===== config.mk =====
export PLATFORM = sky130hd
export DESIGN_NAME = bf_core_flat
export DESIGN_NICKNAME = d
export VERILOG_FILES = /design/src/rtl/bf_pkg.sv /design/src/rtl/bf_if.sv /design/src/rtl/bf_decode.sv /design/src/rtl/bf_core.sv /design/src/flat_wrapper.sv
export SDC_FILE = /design/constraint.sdc
export NUM_CORES = 1
export LEC_CHECK = 0
export CAP_MARGIN = 20
export CORE_MARGIN = 3
export CORE_UTILIZATION = 40
export DETAILED_ROUTE_END_ITERATION = 10
export PLACE_DENSITY = 0.74
export SYNTH_ARGS = -nofsm -noshare
export SYNTH_HDL_FRONTEND = slang
export SYNTH_SLANG_ARGS = --single-unit

===== constraint.sdc =====
create_clock -name clk -period 4.29 [get_ports clk]
set_input_delay 0.6435 -clock clk [delete_from_list [all_inputs] [get_ports clk]]
set_output_delay 0.6435 -clock clk [all_outputs]
set_load 0.005 [all_outputs]

===== src/rtl/bf_pkg.sv =====
// bf_pkg: opcode bytes, one-hot op classes and FSM state encodings for bf_core.
package bf_pkg;
  localparam logic [7:0] OP_INC_P = 8'h3E;
  localparam logic [7:0] OP_DEC_P = 8'h3C;
  localparam logic [7:0] OP_INC_C = 8'h2B;
  localparam logic [7:0] OP_DEC_C = 8'h2D;
  localparam logic [7:0] OP_PUT   = 8'h2E;
  localparam logic [7:0] OP_GET   = 8'h2C;
  localparam logic [7:0] OP_JZ    = 8'h5B;
  localparam logic [7:0] OP_JNZ   = 8'h5D;
  localparam logic [7:0] OP_HALT  = 8'h00;
  typedef struct packed {
    logic inc_p;
    logic dec_p;
    logic inc_c;
    logic dec_c;
    logic put;
    logic get;
    logic jz;
    logic jnz;
    logic halt;
    logic nop;
  } op_t;
  typedef logic [2:0] state_t;
  localparam state_t S_RESET    = 3'd0;
  localparam state_t S_FETCH    = 3'd1;
  localparam state_t S_EXEC     = 3'd2;
  localparam state_t S_WRITE    = 3'd3;
  localparam state_t S_SCAN     = 3'd4;
  localparam state_t S_WAIT_IN  = 3'd5;
  localparam state_t S_WAIT_OUT = 3'd6;
  localparam state_t S_HALT     = 3'd7;
endpackage


===== src/rtl/bf_if.sv =====
// bf_if: program/data memory buses, input/output streams and halt flag of bf_core.
interface bf_if #(
  parameter int PROG_AW = 8,
  parameter int DATA_AW = 8,
  parameter int CELL_W  = 8
);
  logic [PROG_AW-1:0] prog_addr;
  logic               prog_ren;
  logic [7:0]         prog_rval;
  logic [DATA_AW-1:0] data_addr;
  logic               data_ren;
  logic               data_wen;
  logic [CELL_W-1:0]  data_wval;
  logic [CELL_W-1:0]  data_rval;
  logic               in_valid;
  logic               in_ready;
  logic [CELL_W-1:0]  in_data;
  logic               out_valid;
  logic               out_ready;
  logic [CELL_W-1:0]  out_data;
  logic               halted;
  modport master (
    output prog_addr, prog_ren, data_addr, data_ren, data_wen, data_wval,
    output in_ready, out_valid, out_data, halted,
    input  prog_rval, data_rval, in_valid, in_data, out_ready
  );
  modport slave (
    input  prog_addr, prog_ren, data_addr, data_ren, data_wen, data_wval,
    input  in_ready, out_valid, out_data, halted,
    output prog_rval, data_rval, in_valid, in_data, out_ready
  );
endinterface


===== src/rtl/bf_decode.sv =====
// bf_decode: classifies an opcode byte into exactly one op class (unknown bytes are nop).
module bf_decode
  import bf_pkg::*;
(
  input  logic [7:0] opcode,
  output op_t        op
);
  always_comb begin
    op       = '0;
    op.inc_p = opcode == OP_INC_P;
    op.dec_p = opcode == OP_DEC_P;
    op.inc_c = opcode == OP_INC_C;
    op.dec_c = opcode == OP_DEC_C;
    op.put   = opcode == OP_PUT;
    op.get   = opcode == OP_GET;
    op.jz    = opcode == OP_JZ;
    op.jnz   = opcode == OP_JNZ;
    op.halt  = opcode == OP_HALT;
    op.nop   = op == '0;
  end
endmodule


===== src/rtl/bf_core.sv =====
// bf_core: Brainfuck execution core with bracket scanning, stream handshakes and halt.
module bf_core
  import bf_pkg::*;
#(
  parameter int PROG_AW = 8,
  parameter int DATA_AW = 8,
  parameter int CELL_W  = 8,
  parameter int NEST_W  = 8
) (
  input logic clk,
  input logic reset,
  bf_if.master bus
);
  state_t             state_q, state_d;
  logic [PROG_AW-1:0] pc_q, pc_d;
  logic [DATA_AW-1:0] dp_q, dp_d;
  logic [CELL_W-1:0]  wval_q, wval_d, out_data_q, out_data_d;
  logic [NEST_W-1:0]  depth_q, depth_d;
  logic prog_ren_q, prog_ren_d, data_ren_q, data_ren_d, data_wen_q, data_wen_d;
  logic in_ready_q, in_ready_d, out_valid_q, out_valid_d, halted_q, halted_d;
  logic fwd_q, fwd_d, rd_q, rd_d;
  logic step, wrap, deeper, closer, cell_nz;
  op_t  op;
  bf_decode u_dec (.opcode(bus.prog_rval), .op(op));
  always_comb begin
    state_d     = state_q;
    pc_d        = pc_q;
    dp_d        = dp_q;
    wval_d      = wval_q;
    in_ready_d  = in_ready_q;
    out_valid_d = out_valid_q;
    out_data_d  = out_data_q;
    depth_d     = depth_q;
    fwd_d       = fwd_q;
    rd_d        = 1'b0;
    step        = 1'b0;
    cell_nz     = |bus.data_rval;
    deeper      = fwd_q ? op.jz : op.jnz;
    closer      = fwd_q ? op.jnz : op.jz;
    case (state_q)
      S_RESET: state_d = S_FETCH;
      S_FETCH: state_d = S_EXEC;
      S_EXEC: begin
        state_d     = (op.inc_c | op.dec_c) ? S_WRITE :
                      op.put ? S_WAIT_OUT : op.get ? S_WAIT_IN : op.halt ? S_HALT : S_FETCH;
        pc_d        = (op.nop | op.inc_p | op.dec_p | op.jz | op.jnz) ? pc_q + 1'b1 : pc_q;
        dp_d        = op.inc_p ? dp_q + 1'b1 : op.dec_p ? dp_q - 1'b1 : dp_q;
        wval_d      = op.inc_c ? bus.data_rval + 1'b1 : op.dec_c ? bus.data_rval - 1'b1 : wval_q;
        out_valid_d = op.put;
        out_data_d  = op.put ? bus.data_rval : out_data_q;
        in_ready_d  = op.get;
        if ((op.jz && !cell_nz) || (op.jnz && cell_nz)) begin
          depth_d = NEST_W'(1);
          fwd_d   = op.jz;
          step    = 1'b1;
        end
      end
      S_WRITE: begin
        state_d = S_FETCH;
        pc_d    = pc_q + 1'b1;
      end
      S_WAIT_OUT: if (bus.out_ready) begin
        out_valid_d = 1'b0;
        pc_d        = pc_q + 1'b1;
        state_d     = S_FETCH;
      end
      S_WAIT_IN: if (bus.in_valid) begin
        wval_d     = bus.in_data;
        in_ready_d = 1'b0;
        state_d    = S_WRITE;
      end
      // rd_q marks the read half of a scan step; the opcode is compared on the following cycle
      S_SCAN: if (!rd_q) begin
        if (deeper && &depth_q) state_d = S_HALT;
        else if (closer && depth_q == NEST_W'(1)) begin
          depth_d = '0;
          pc_d    = pc_q + 1'b1;
          state_d = S_FETCH;
        end else begin
          depth_d = deeper ? depth_q + 1'b1 : closer ? depth_q - 1'b1 : depth_q;
          step    = 1'b1;
        end
      end
      default: ;
    endcase
    wrap = fwd_d ? &pc_q : pc_q == '0;
    if (step) begin
      state_d = wrap ? S_HALT : S_SCAN;
      pc_d    = wrap ? pc_q : fwd_d ? pc_q + 1'b1 : pc_q - 1'b1;
      rd_d    = !wrap;
    end
    prog_ren_d = state_d == S_FETCH || (state_d == S_SCAN && rd_d);
    data_ren_d = state_d == S_FETCH;
    data_wen_d = state_d == S_WRITE;
    halted_d   = halted_q || state_d == S_HALT;
  end
  always_ff @(posedge clk) begin
    if (!reset) begin
      state_q     <= S_RESET;
      pc_q        <= '0;
      dp_q        <= '0;
      wval_q      <= '0;
      out_data_q  <= '0;
      depth_q     <= '0;
      prog_ren_q  <= 1'b0;
      data_ren_q  <= 1'b0;
      data_wen_q  <= 1'b0;
      in_ready_q  <= 1'b0;
      out_valid_q <= 1'b0;
      halted_q    <= 1'b0;
      fwd_q       <= 1'b0;
      rd_q        <= 1'b0;
    end else begin
      state_q     <= state_d;
      pc_q        <= pc_d;
      dp_q        <= dp_d;
      wval_q      <= wval_d;
      out_data_q  <= out_data_d;
      depth_q     <= depth_d;
      prog_ren_q  <= prog_ren_d;
      data_ren_q  <= data_ren_d;
      data_wen_q  <= data_wen_d;
      in_ready_q  <= in_ready_d;
      out_valid_q <= out_valid_d;
      halted_q    <= halted_d;
      fwd_q       <= fwd_d;
      rd_q        <= rd_d;
    end
  end
  assign bus.prog_addr = pc_q;
  assign bus.prog_ren  = prog_ren_q;
  assign bus.data_addr = dp_q;
  assign bus.data_ren  = data_ren_q;
  assign bus.data_wen  = data_wen_q;
  assign bus.data_wval = wval_q;
  assign bus.in_ready  = in_ready_q;
  assign bus.out_valid = out_valid_q;
  assign bus.out_data  = out_data_q;
  assign bus.halted    = halted_q;
endmodule


===== src/flat_wrapper.sv =====
// flat-port wrapper written by rule: the top's interface ports become plain ports
module bf_core_flat import bf_pkg::*;
#(
  parameter int PROG_AW = 8,
  parameter int DATA_AW = 8,
  parameter int CELL_W  = 8,
  parameter int NEST_W  = 8
)
  (clk, reset, bus_prog_addr, bus_prog_ren, bus_data_addr, bus_data_ren, bus_data_wen, bus_data_wval, bus_in_ready, bus_out_valid, bus_out_data, bus_halted, bus_prog_rval, bus_data_rval, bus_in_valid, bus_in_data, bus_out_ready);
  bf_if #(.PROG_AW(PROG_AW), .DATA_AW(DATA_AW), .CELL_W(CELL_W)) bus_i ();
  input logic clk;
  input logic reset;
  output wire logic [$bits(bus_i.prog_addr)-1:0] bus_prog_addr;
  output wire logic [$bits(bus_i.prog_ren)-1:0] bus_prog_ren;
  output wire logic [$bits(bus_i.data_addr)-1:0] bus_data_addr;
  output wire logic [$bits(bus_i.data_ren)-1:0] bus_data_ren;
  output wire logic [$bits(bus_i.data_wen)-1:0] bus_data_wen;
  output wire logic [$bits(bus_i.data_wval)-1:0] bus_data_wval;
  output wire logic [$bits(bus_i.in_ready)-1:0] bus_in_ready;
  output wire logic [$bits(bus_i.out_valid)-1:0] bus_out_valid;
  output wire logic [$bits(bus_i.out_data)-1:0] bus_out_data;
  output wire logic [$bits(bus_i.halted)-1:0] bus_halted;
  input wire logic [$bits(bus_i.prog_rval)-1:0] bus_prog_rval;
  input wire logic [$bits(bus_i.data_rval)-1:0] bus_data_rval;
  input wire logic [$bits(bus_i.in_valid)-1:0] bus_in_valid;
  input wire logic [$bits(bus_i.in_data)-1:0] bus_in_data;
  input wire logic [$bits(bus_i.out_ready)-1:0] bus_out_ready;
  assign bus_prog_addr = bus_i.prog_addr;
  assign bus_prog_ren = bus_i.prog_ren;
  assign bus_data_addr = bus_i.data_addr;
  assign bus_data_ren = bus_i.data_ren;
  assign bus_data_wen = bus_i.data_wen;
  assign bus_data_wval = bus_i.data_wval;
  assign bus_in_ready = bus_i.in_ready;
  assign bus_out_valid = bus_i.out_valid;
  assign bus_out_data = bus_i.out_data;
  assign bus_halted = bus_i.halted;
  assign bus_i.prog_rval = bus_prog_rval;
  assign bus_i.data_rval = bus_data_rval;
  assign bus_i.in_valid = bus_in_valid;
  assign bus_i.in_data = bus_in_data;
  assign bus_i.out_ready = bus_out_ready;
  bf_core #(.PROG_AW(PROG_AW), .DATA_AW(DATA_AW), .CELL_W(CELL_W), .NEST_W(NEST_W)) u_core (.clk(clk), .reset(reset), .bus(bus_i));
endmodule

* Word level (Yosys, flattened, before mapping)
Cells that the tools add are included.
** Storage, ports and cells
- Word-level logic and storage cells :: 138
- Bits in registers :: 51
- Output and inout port bits :: 38
** Operators by class
- Reductions and logical operators :: 30
- Add/sub/neg operators :: 8
- Mux-type cells :: 49
- Equality and inequality tests :: 32
- Bitwise gates (word level) :: 5
** Operators by type and width (count)
- 8-bit two-way mux :: 19
- 8-bit by 6-bit == test with 1-bit output, second input constant :: 6
- 8-bit by 1-bit adder with 8-bit output, second input constant :: 4
- 8-bit one-hot mux with 2 select lines :: 2
- 8-bit one-hot mux with 4 select lines :: 1
- 8-bit by 1-bit subtractor with 8-bit output, second input constant :: 4
- 3-bit two-way mux :: 10
- 3-bit one-hot mux with 6 select lines :: 1
- 8-bit by 7-bit == test with 1-bit output, second input constant :: 2
- 8-bit logical NOT :: 2
- 8-bit AND reduction :: 2
- 3-bit == test, second input constant :: 5
- 1-bit two-way mux :: 12
- 2-bit inequality test, second input constant :: 5
- 3-bit by 2-bit == test with 1-bit output, second input constant :: 3
- 9-bit logical NOT :: 1
- 3-bit by 1-bit inequality test with 1-bit output, second input constant :: 3
- 8-bit by 1-bit == test with 1-bit output, second input constant :: 1
- 2-bit AND reduction :: 4
- 2-bit nonzero test :: 4
- 8-bit OR reduction :: 1
- 7-bit AND reduction :: 1
- 3-bit by 1-bit == test with 1-bit output, second input constant :: 2
- 3-bit by 2-bit inequality test with 1-bit output, second input constant :: 2
- 14 further kinds :: 27

* Depth between registers and ports, before layout
Gate-level depths: netlist of run 1.
- Depth after elaboration :: 12
- Gate-level depth with buffers :: 12
- Depth with buffers taken out :: 11

* Modules after synthesis
A second synthesis of run 1 with hierarchy kept.
** Second synthesis, totals
- Cell total of the unflattened synthesis :: 427
- Area, all modules :: 3313.2 sq um
** By module, submodules not included
- bf_core :: instances 1, area each 3143.0 sq um, cells each 401
- bf_decode :: instances 1, area each 170.2 sq um, cells each 26

* Least setup slack after synthesis of run 1
No wires, ideal clock.
- Path kind :: in2reg
- Start point :: in bus_prog_rval[0]
- End point :: reg u_core.dp_q[7], in the netlist u_core.bus.data_addr[7]
- Stages :: 12
- Setup time :: 0.072 ns
- Arrival :: 2.975 ns
- Required time :: 4.218 ns
- Setup slack :: 1.243 ns
- Cells stage by stage :: clkbuf_8 nor3_1 and3_2 nand2_1 ha_1 a21o_1 a21oi_1 o21bai_1 a2111oi_0 nor3_1 mux2i_1 mux2i_1
** Between the ends
- Word-level cells in the longest chain between the ends :: 3
- Elaborated cells between the ends (all ways) :: 5
- Classes of those cells :: 2 x eq/ne; 1 x mux; 2 x reduce/logical
** RTL lines
- start, declared :: line flat_wrapper.sv:23 : input wire logic [$bits(bus_i.prog_rval)-1:0] bus_prog_rval;
- 8-bit by 6-bit == test with 1-bit output, on equally long branches :: line bf_decode.sv:11, bf_decode.sv:10
- 2-bit nonzero test (no source line)
- 2-bit AND reduction (no source line)
- end signal, assigned :: line bf_core.sv:116 : dp_q <= dp_d;
- end, declared :: line bf_core.sv:16 : logic [DATA_AW-1:0] dp_q, dp_d;
Several ways; a longest one is shown, not always the timed one.
A chain may end at the register's enable or synchronous reset.

* Worst setup path after layout of run 1
- Start point :: in bus_prog_rval[2]
- End point :: reg u_core.dp_q[7], in the netlist u_core.bus.data_addr[7]
Same word-level chain as after synthesis.

==> results.md, run 1 <==
* Worst Setup EP: u_core.bus.data_addr[7]
* Cell Int Power at 0.000693 W
* Reg2reg end: u_core.bus.prog_addr[6]
* Clock-pin slew on the worst setup and hold paths at 90 ps
* Inserted Diodes at 0
* Syn nets at 464
* GRT Overall Usage at 17.8%
* Worst Clk Skew at 11.4 ps
* Most used DFF post-synth: dfxtp_1
* Final slew viol count at 0
* Post-route ant nets at 0
* Wire per inst at 14.9 um
* Result of the run: completed
* Drc violations at 0
* H-tree depth at 2
* CTS tree: done
* Most common cell after layout, fill and taps aside: clkdlybuf4s50_1
* Post-Synth XOR/XNOR Area at 5.83%
* Final setup viols at 0
* Routed vias at 3270
* Cell area after synthesis at 3450 sq um
* Met2 wire length at 4.28 mm
* Die width at 98.9 um
* Multi-input gate area at 2260 sq um
* Die Span Y at 98.9 um
* Path category of the worst min-delay check: flop to flop
* Worst-Margin Slew at 1070 ps
* Number of global-route vias before repair at 3151
* First-pass GRT wire length at 14.5 mm
* Reg-to-reg startpoint: u_core.state_q[2]
* P_sw at 0.000242 W
* Layout cells sized above 1 at 6.57%
* Post-Synthesis Cells at 417
* Asr flop ratio synth at 0%
* Worst-case clock buffer depth at 2
* Hold Violations, Final at 0
* CP arrival at 3870 ps
* Final Cycle Share at 84.7%
* Top Layer Used: met4
* Synth cell types at 68
* First DRT Iteration DRCs at 173
* Post-synthesis adder-cell area fraction at 7.32%
* Pwr dens at 220 nW/um^2
* Pwr Total at 0.000935 W
* Via density at 5.67
* Boundary Pins at 66
* Clock buffer count from CTS at 5
* Synth Area in Compound Gates at 18.6%
* Crit path launch: bus_prog_rval[2]
* Clk_lat worst skew at 310 ps
* Initial antenna violation count at 0
* Register share of total power at 52.1%
* FF/Latch Area at 1020 sq um
* Clock sinks at 51
* Total Neg Setup Slack at 0 ps
* Worst reg2reg path depth at 7
* F_max at 275 MHz
* Max Cap Violations at 0
* Area share of and/or/nand/nor cells after synthesis at 27.2%
* Max IR drop VDD at 0.147 mV
* Post-synth EDFFs at 0
* Syn avg cell area at 8.28 sq um
* Net Sw Frac at 25.9%
* Post-CTS Setup Bufs at 0
* Worst Path Required at 4530 ps
* Leakage at 1.50 nW
* Number of buffers added on ports at 65
* Post-CTS Hold Fix Bufs at 0
* Seq/Total Area, Yosys at 29.6%
* CP Capture Type: flop
* Filler cell count in the final layout at 783
* Critical Path Source Type: input port
* Total Wirelength at 8.59 mm
* Clock share of power at 33.1%
* Die area at 9780 sq um
* Routed met3 length at 430 um
* CP Class: input port to flop
* Layout Area Growth over Synthesis at 22.9%
* Core Footprint at 8300 sq um
* Critical path fanouts, max at 13
* WL met1 at 3.70 mm
* DRT Pass-1 Iters at 4
* Flop2flop setup slack at 1530 ps
* Gr ovfl total at 0
* Rows at 33
* RSZ-0062 raised after global routing: false
* Mux contribution to synthesized area at 6.45%
* Crit path time final at 3630 ps
* Gate power share at 14.8%
* Placer congestion estimate at 0.931
* Largest net degree at the start of global routing at 33
* PostCTS Resize Cnt at 0
* FF+latch count, synth at 51
* Detail Placement HPWL at 6.47 mm
* Slew headroom at 28.5%
* Syn. warnings at 0
* Most frequent cells in the layout: clkdlybuf4s50_1 (65), dfxtp_1 (51), nor2_1 (50)
* Initial Util at 41.6%
* Largest family of logic cells by synthesized area: simple AND/OR/NAND/NOR gates
* Root Driver: clkbuf_8
* Fin nets at 518
==> layout make-up <==
cell class / count / share of cell area (%)
clock buffers: 7 / 2.27
clock inverters: 1 / 0.177
repair buffers: 69 / 16.0
inverters: 13 / 1.15
well taps: 105 / 3.09
multi-input cells: 331 / 53.2
flip-flops and latches: 51 / 24.0
==> cells by family after synthesis <==
group | Yosys count
adders and majority gates | 19
buffers and inverters | 35
muxes | 22
AOI/OAI and AO/OA | 91
and+or+nand+nor | 176
DFF | 51
xor gates and xnor gates | 23
==> synthesized netlist by cell type, types with 2 or more instances <==
library cell	number	area share, %
o21ai_0	14	2.0
nor3b_2	2	0.72
a31oi_1	3	0.54
a21oi_1	26	3.8
buf_6	3	0.98
inv_1	13	1.4
nor2_1	50	5.4
a21o_1	6	1.3
nand3_1	11	1.6
o211ai_1	2	0.43
or3_1	6	1.1
or3b_1	2	0.51
and2_1	2	0.36
dfxtp_1	51	30
o31ai_2	2	0.72
xor2_1	6	1.5
ha_1	17	6.2
a2111oi_0	3	0.76
nand2b_1	8	1.4
and4_2	2	0.58
a211oi_1	7	1.5
nor4b_1	3	0.76
mux2i_1	20	5.8
nor4_1	7	1.3
a32oi_1	2	0.51
nand4_1	4	0.72
mux2_2	2	0.65
nor3_1	6	0.87
o21bai_1	4	0.87
o31ai_1	3	0.65
a311oi_1	3	0.76
and3b_1	2	0.51
nand2_1	43	4.7
and4_1	3	0.76
clkbuf_1	13	1.4
xnor2_1	17	4.3
buf_2	4	0.58
a41oi_1	4	1.0
and3_1	5	0.91
or2_1	2	0.36
nand3b_1	3	0.65
nor2b_1	3	0.54
fa_1	2	1.2
nand4b_1	2	0.51
==> metrics by stage <==
stage / worst slack [ps] / cell area (sq um) / utilization, % / std cells / hold WS (ps)
after global placement: 465 / 4140 / 49.9 / 569 / 453
after CTS: 657 / 4250 / 51.2 / 577 / 479
after detailed placement: 325 / 4140 / 49.9 / 569 / 456
after global routing: 391 / 4250 / 51.2 / 577 / 490
after floorplan: 1240 / 3450 / - / 417 / 459
final: 658 / 4250 / 51.2 / 577 / 474
==> worst min path at each step <==
| stage | start | to | slack [ps] | cells after the start |
|---|---|---|---|---|
| floorplan | u_core.bus.data_addr[7] | u_core.bus.data_addr[7] | 460 | 2 |
| global route | u_core.bus.halted | u_core.bus.halted | 490 | 2 |
| finish | u_core.bus.halted | u_core.bus.halted | 470 | 2 |
| global placement | u_core.bus.halted | u_core.bus.halted | 450 | 2 |
| CTS | u_core.bus.halted | u_core.bus.halted | 480 | 2 |
| detailed placement | u_core.bus.halted | u_core.bus.halted | 460 | 2 |
==> critical path, cell delays in order <==
cell and delay, ps:
clkdlybuf4s50_1 740, and3_1 270, and3_2 200, nand2_1 200, ha_1 340, a21o_1 170
a21oi_1 220, o21bai_1 110, a2111oi_0 440, nor3_1 140, mux2i_1 210, mux2i_1 200
==> sequential cells by signal, indices dropped and copies added (netlist names), 3 cells and up <==
| register | count |
|---|---|
| u_core.bus.data_addr | 8 |
| u_core.bus.data_wval | 8 |
| u_core.bus.out_data | 8 |
| u_core.bus.prog_addr | 8 |
| u_core.depth_q | 8 |
| u_core.state_q | 3 |
==> layer usage <==
metal | up-vias | track usage [%]
met5 | - | 0
met2 | 88 | 31.1
li1 | 1621 | -
met1 | 1545 | 21.4
met3 | 16 | 4.67
met4 | 0 | 5.15
==> power by group through the flow <==
stage / sequential (W) / clock, W / combinational, W
2_1_floorplan: 0.000495 / 0 / 0.0000838
3_3_place_gp: 0.000498 / 0 / 0.000134
3_5_place_dp: 0.000498 / 0 / 0.000137
4_1_cts: 0.000487 / 0.000321 / 0.000138
5_1_grt: 0.000488 / 0.000341 / 0.000152
6_report: 0.000487 / 0.000309 / 0.000138
No activity file was read; power rests on OpenSTA's default activity.
==> inputs of run 2 (changes only) <==
--- a/config.mk
+++ b/config.mk
@@ -9,7 +9,7 @@
 export CORE_MARGIN = 3
 export CORE_UTILIZATION = 40
 export DETAILED_ROUTE_END_ITERATION = 10
-export PLACE_DENSITY = 0.74
+export PLACE_DENSITY = 0.77
 export SYNTH_ARGS = -nofsm -noshare
 export SYNTH_HDL_FRONTEND = slang
 export SYNTH_SLANG_ARGS = --single-unit
==> constraint.sdc (replaced) <==
create_clock -name clk -period 2.98 [get_ports clk]
set_input_delay 0.447 -clock clk [delete_from_list [all_inputs] [get_ports clk]]
set_output_delay 0.447 -clock clk [all_outputs]
set_load 0.005 [all_outputs]
==> run 2 against run 1 <==
Compared with the run above:
- clock power increased by 27%
- routed wire length increased by 5.4%
- sequential power increased by 44%
- die area unchanged
- clock skew decreased by 3.5 ps
- hold slack improved by 11 ps
- highest routed layer unchanged
==> results.md, run 2 (synthesis results as in run 1) <==
* Worst Clk Skew at 7.84 ps (-3.53 ps)
* Max IR drop VDD at 0.222 mV (+51%)
* Hold_ws at 484 ps (+10.5 ps)
* Largest net degree at the start of global routing at 25 (-24%)
* PostCTS Resize Cnt at 0 (unchanged)
* CP Class: input port to flop
* Most common cell after layout, fill and taps aside: clkdlybuf4s50_1
* GRT Overall Usage at 18.7% (+0.92 points)
* Routed vias at 3461 (+5.8%)
* Clk_lat worst skew at 300 ps (about the same)
* Result of the run: completed
* Fin nets at 573 (+11%)
* Clock sinks at 51 (unchanged)
* Die area at 9780 sq um (unchanged)
* DRT Pass-1 Iters at 4 (unchanged)
* CP arrival at 3060 ps (-810 ps)
* Leakage at 1.78 nW (+18%)
* Rows at 33 (unchanged)
* Clock-pin slew on the worst setup and hold paths at 90 ps (about the same)
* Number of buffers added on ports at 65 (unchanged)
* Worst path bufs/invs at 3 (+2)
* Total Wirelength at 9.06 mm (+5.4%)
* Die Span Y at 98.9 um (unchanged)
* Total Neg Setup Slack at 0 ps (unchanged)
* CP Capture Type: flop
* Slew headroom at 65.6% (+37 points)
* Die width at 98.9 um (unchanged)
* Crit path largest cell delay at 480 ps (-260 ps)
* F_max at 354 MHz
* Crit path cell chain: clkdlybuf4s50_1, buf_4, or3b_1, a211oi_2, a41oi_1, a22oi_4, o211ai_2, buf_4, a21oi_1, mux2i_1
* Max Cap Violations at 0 (unchanged)
* Post-CTS Setup Bufs at 0 (unchanged)
* Gr ovfl total at 0 (unchanged)
* Worst Path Required at 3210 ps (-1320 ps)
* Filler cell count in the final layout at 729 (-6.9%)
* Number of global-route vias before repair at 3430 (+8.9%)
* Initial antenna violation count at 0 (unchanged)
* Final core utilization at 56.5% (+5.3 points)
* Root Driver: clkbuf_8
* Pwr Total at 0.00133 W (+43%)
* RSZ-0062 raised after global routing: false
* Detail Placement HPWL at 7.06 mm (+9.1%)
* Crit-path slowest cell: clkdlybuf4s50_1
* Core Footprint at 8300 sq um (unchanged)
* Worst-Margin Slew at 515 ps (-556 ps)
* Wire per inst at 14.3 um (-3.8%)
* Layout Area Growth over Synthesis at 35.7%
* Critical Path Source Type: input port
* Final setup viols at 0 (unchanged)
* Via density at 5.48 (-3.4%)
* Hold Violations, Final at 0 (unchanged)
* Layout cells sized above 1 at 17.1% (+11 points)
* Inserted Diodes at 0 (unchanged)
* Placer congestion estimate at 0.896 (-3.8%)
* Post-CTS Hold Fix Bufs at 0 (unchanged)
* Clock buffer count from CTS at 5 (unchanged)
* Worst slack, placed at -295 ps (-621 ps)
* Crit path time final at 2820 ps
* Post-route ant nets at 0 (unchanged)
* Setup ws final at 156 ps (-502 ps)
* Final slew viol count at 0 (unchanged)
* Final Cycle Share at 94.8%
* Critical path fanouts, max at 8 (-5)
* First-pass GRT wire length at 15.6 mm (+7.2%)
* Initial Util at 41.6% (unchanged)
* First DRT Iteration DRCs at 191 (+10%)
* CTS tree: done
* Boundary Pins at 66 (unchanged)
* Path category of the worst min-delay check: flop to flop
* Drc violations at 0 (unchanged)
* H-tree depth at 2 (unchanged)
* Most Frequent Cell on Critical Path: buf_4
* Pwr dens at 285 nW/um^2 (+29%)
* Most frequent cells in the layout: clkdlybuf4s50_1 (64), buf_4 (57), dfxtp_1 (51)
* Worst-case clock buffer depth at 2 (unchanged)
* Worst path top cell family by delay: compound AO/OA/AOI/OAI gates
==> run 2: cell types whose count changed in the layout (fill, tap and decap cells not counted), sizes merged <==
cell           previous run  this run
buf                       4        59
clkinv                    0         1
clkinvlp                  1         0
dlymetal6s2s              0         1
clkdlybuf4s50            65        64
==> run 2: worst register-to-register path, delay by kind of cell (launching register included) <==
family           cells  cell delay [ps]
AO/OA/AOI/OAI        3              750
multiplexers         1              390
flip-flops           1              560
AND/OR/NAND/NOR      3              770
==> run 2: area by class of cell <==
class                           instances  area (sq um)  area share, %
Clock buffer                            7          76.3           1.63
Clock inverter                          1          5.00          0.107
Inverter                               13          48.8           1.04
Multi-Input combinational cell        331          2290           48.9
Sequential cell                        51          1020           21.8
Tap cell                              105           131           2.80
Timing Repair Buffer                  124          1110           23.7
==> run 2: final timing paths <==
| check | from | to | slack [ps] | depth (start not counted) |
|---|---|---|---|---|
| setup / recovery | bus_prog_rval[2] | u_core.bus.prog_addr[5] | 160 | 10 |
| hold / removal | u_core.bus.halted | u_core.bus.halted | 480 | 2 |
| setup reg to reg | u_core.state_q[2] | u_core.bus.prog_addr[6] | 450 | 7 |
| hold reg to reg | u_core.bus.halted | u_core.bus.halted | 480 | 2 |
==> run 2: per-stage QoR <==
step	cells	cell area, sq um
CTS	632	4650
global route	632	4690
detailed placement	624	4570
global placement	624	4570
floorplan	417	3450
finish	632	4690
==> run 2: routing by layer <==
layer | vias to the layer above | global-route usage (%) | share of wire, %
met2 | 77 | 33.9 | 51
met1 | 1639 | 22.7 | 43
met5 | - | 0 | 0
met3 | 14 | 3.75 | 4.0
met4 | 0 | 4.41 | 1.3
li1 | 1731 | - | -
==> run 2: power by group <==
part | leakage, nW | internal [W] | switching, W | total (W)
registers | 0.412 | 0.000690 | 0.0000104 | 0.000701
logic | 1.32 | 0.000128 | 0.000114 | 0.000242
clock network | 0.0422 | 0.000166 | 0.000225 | 0.000391
total | 1.78 | 0.000984 | 0.000350 | 0.00133
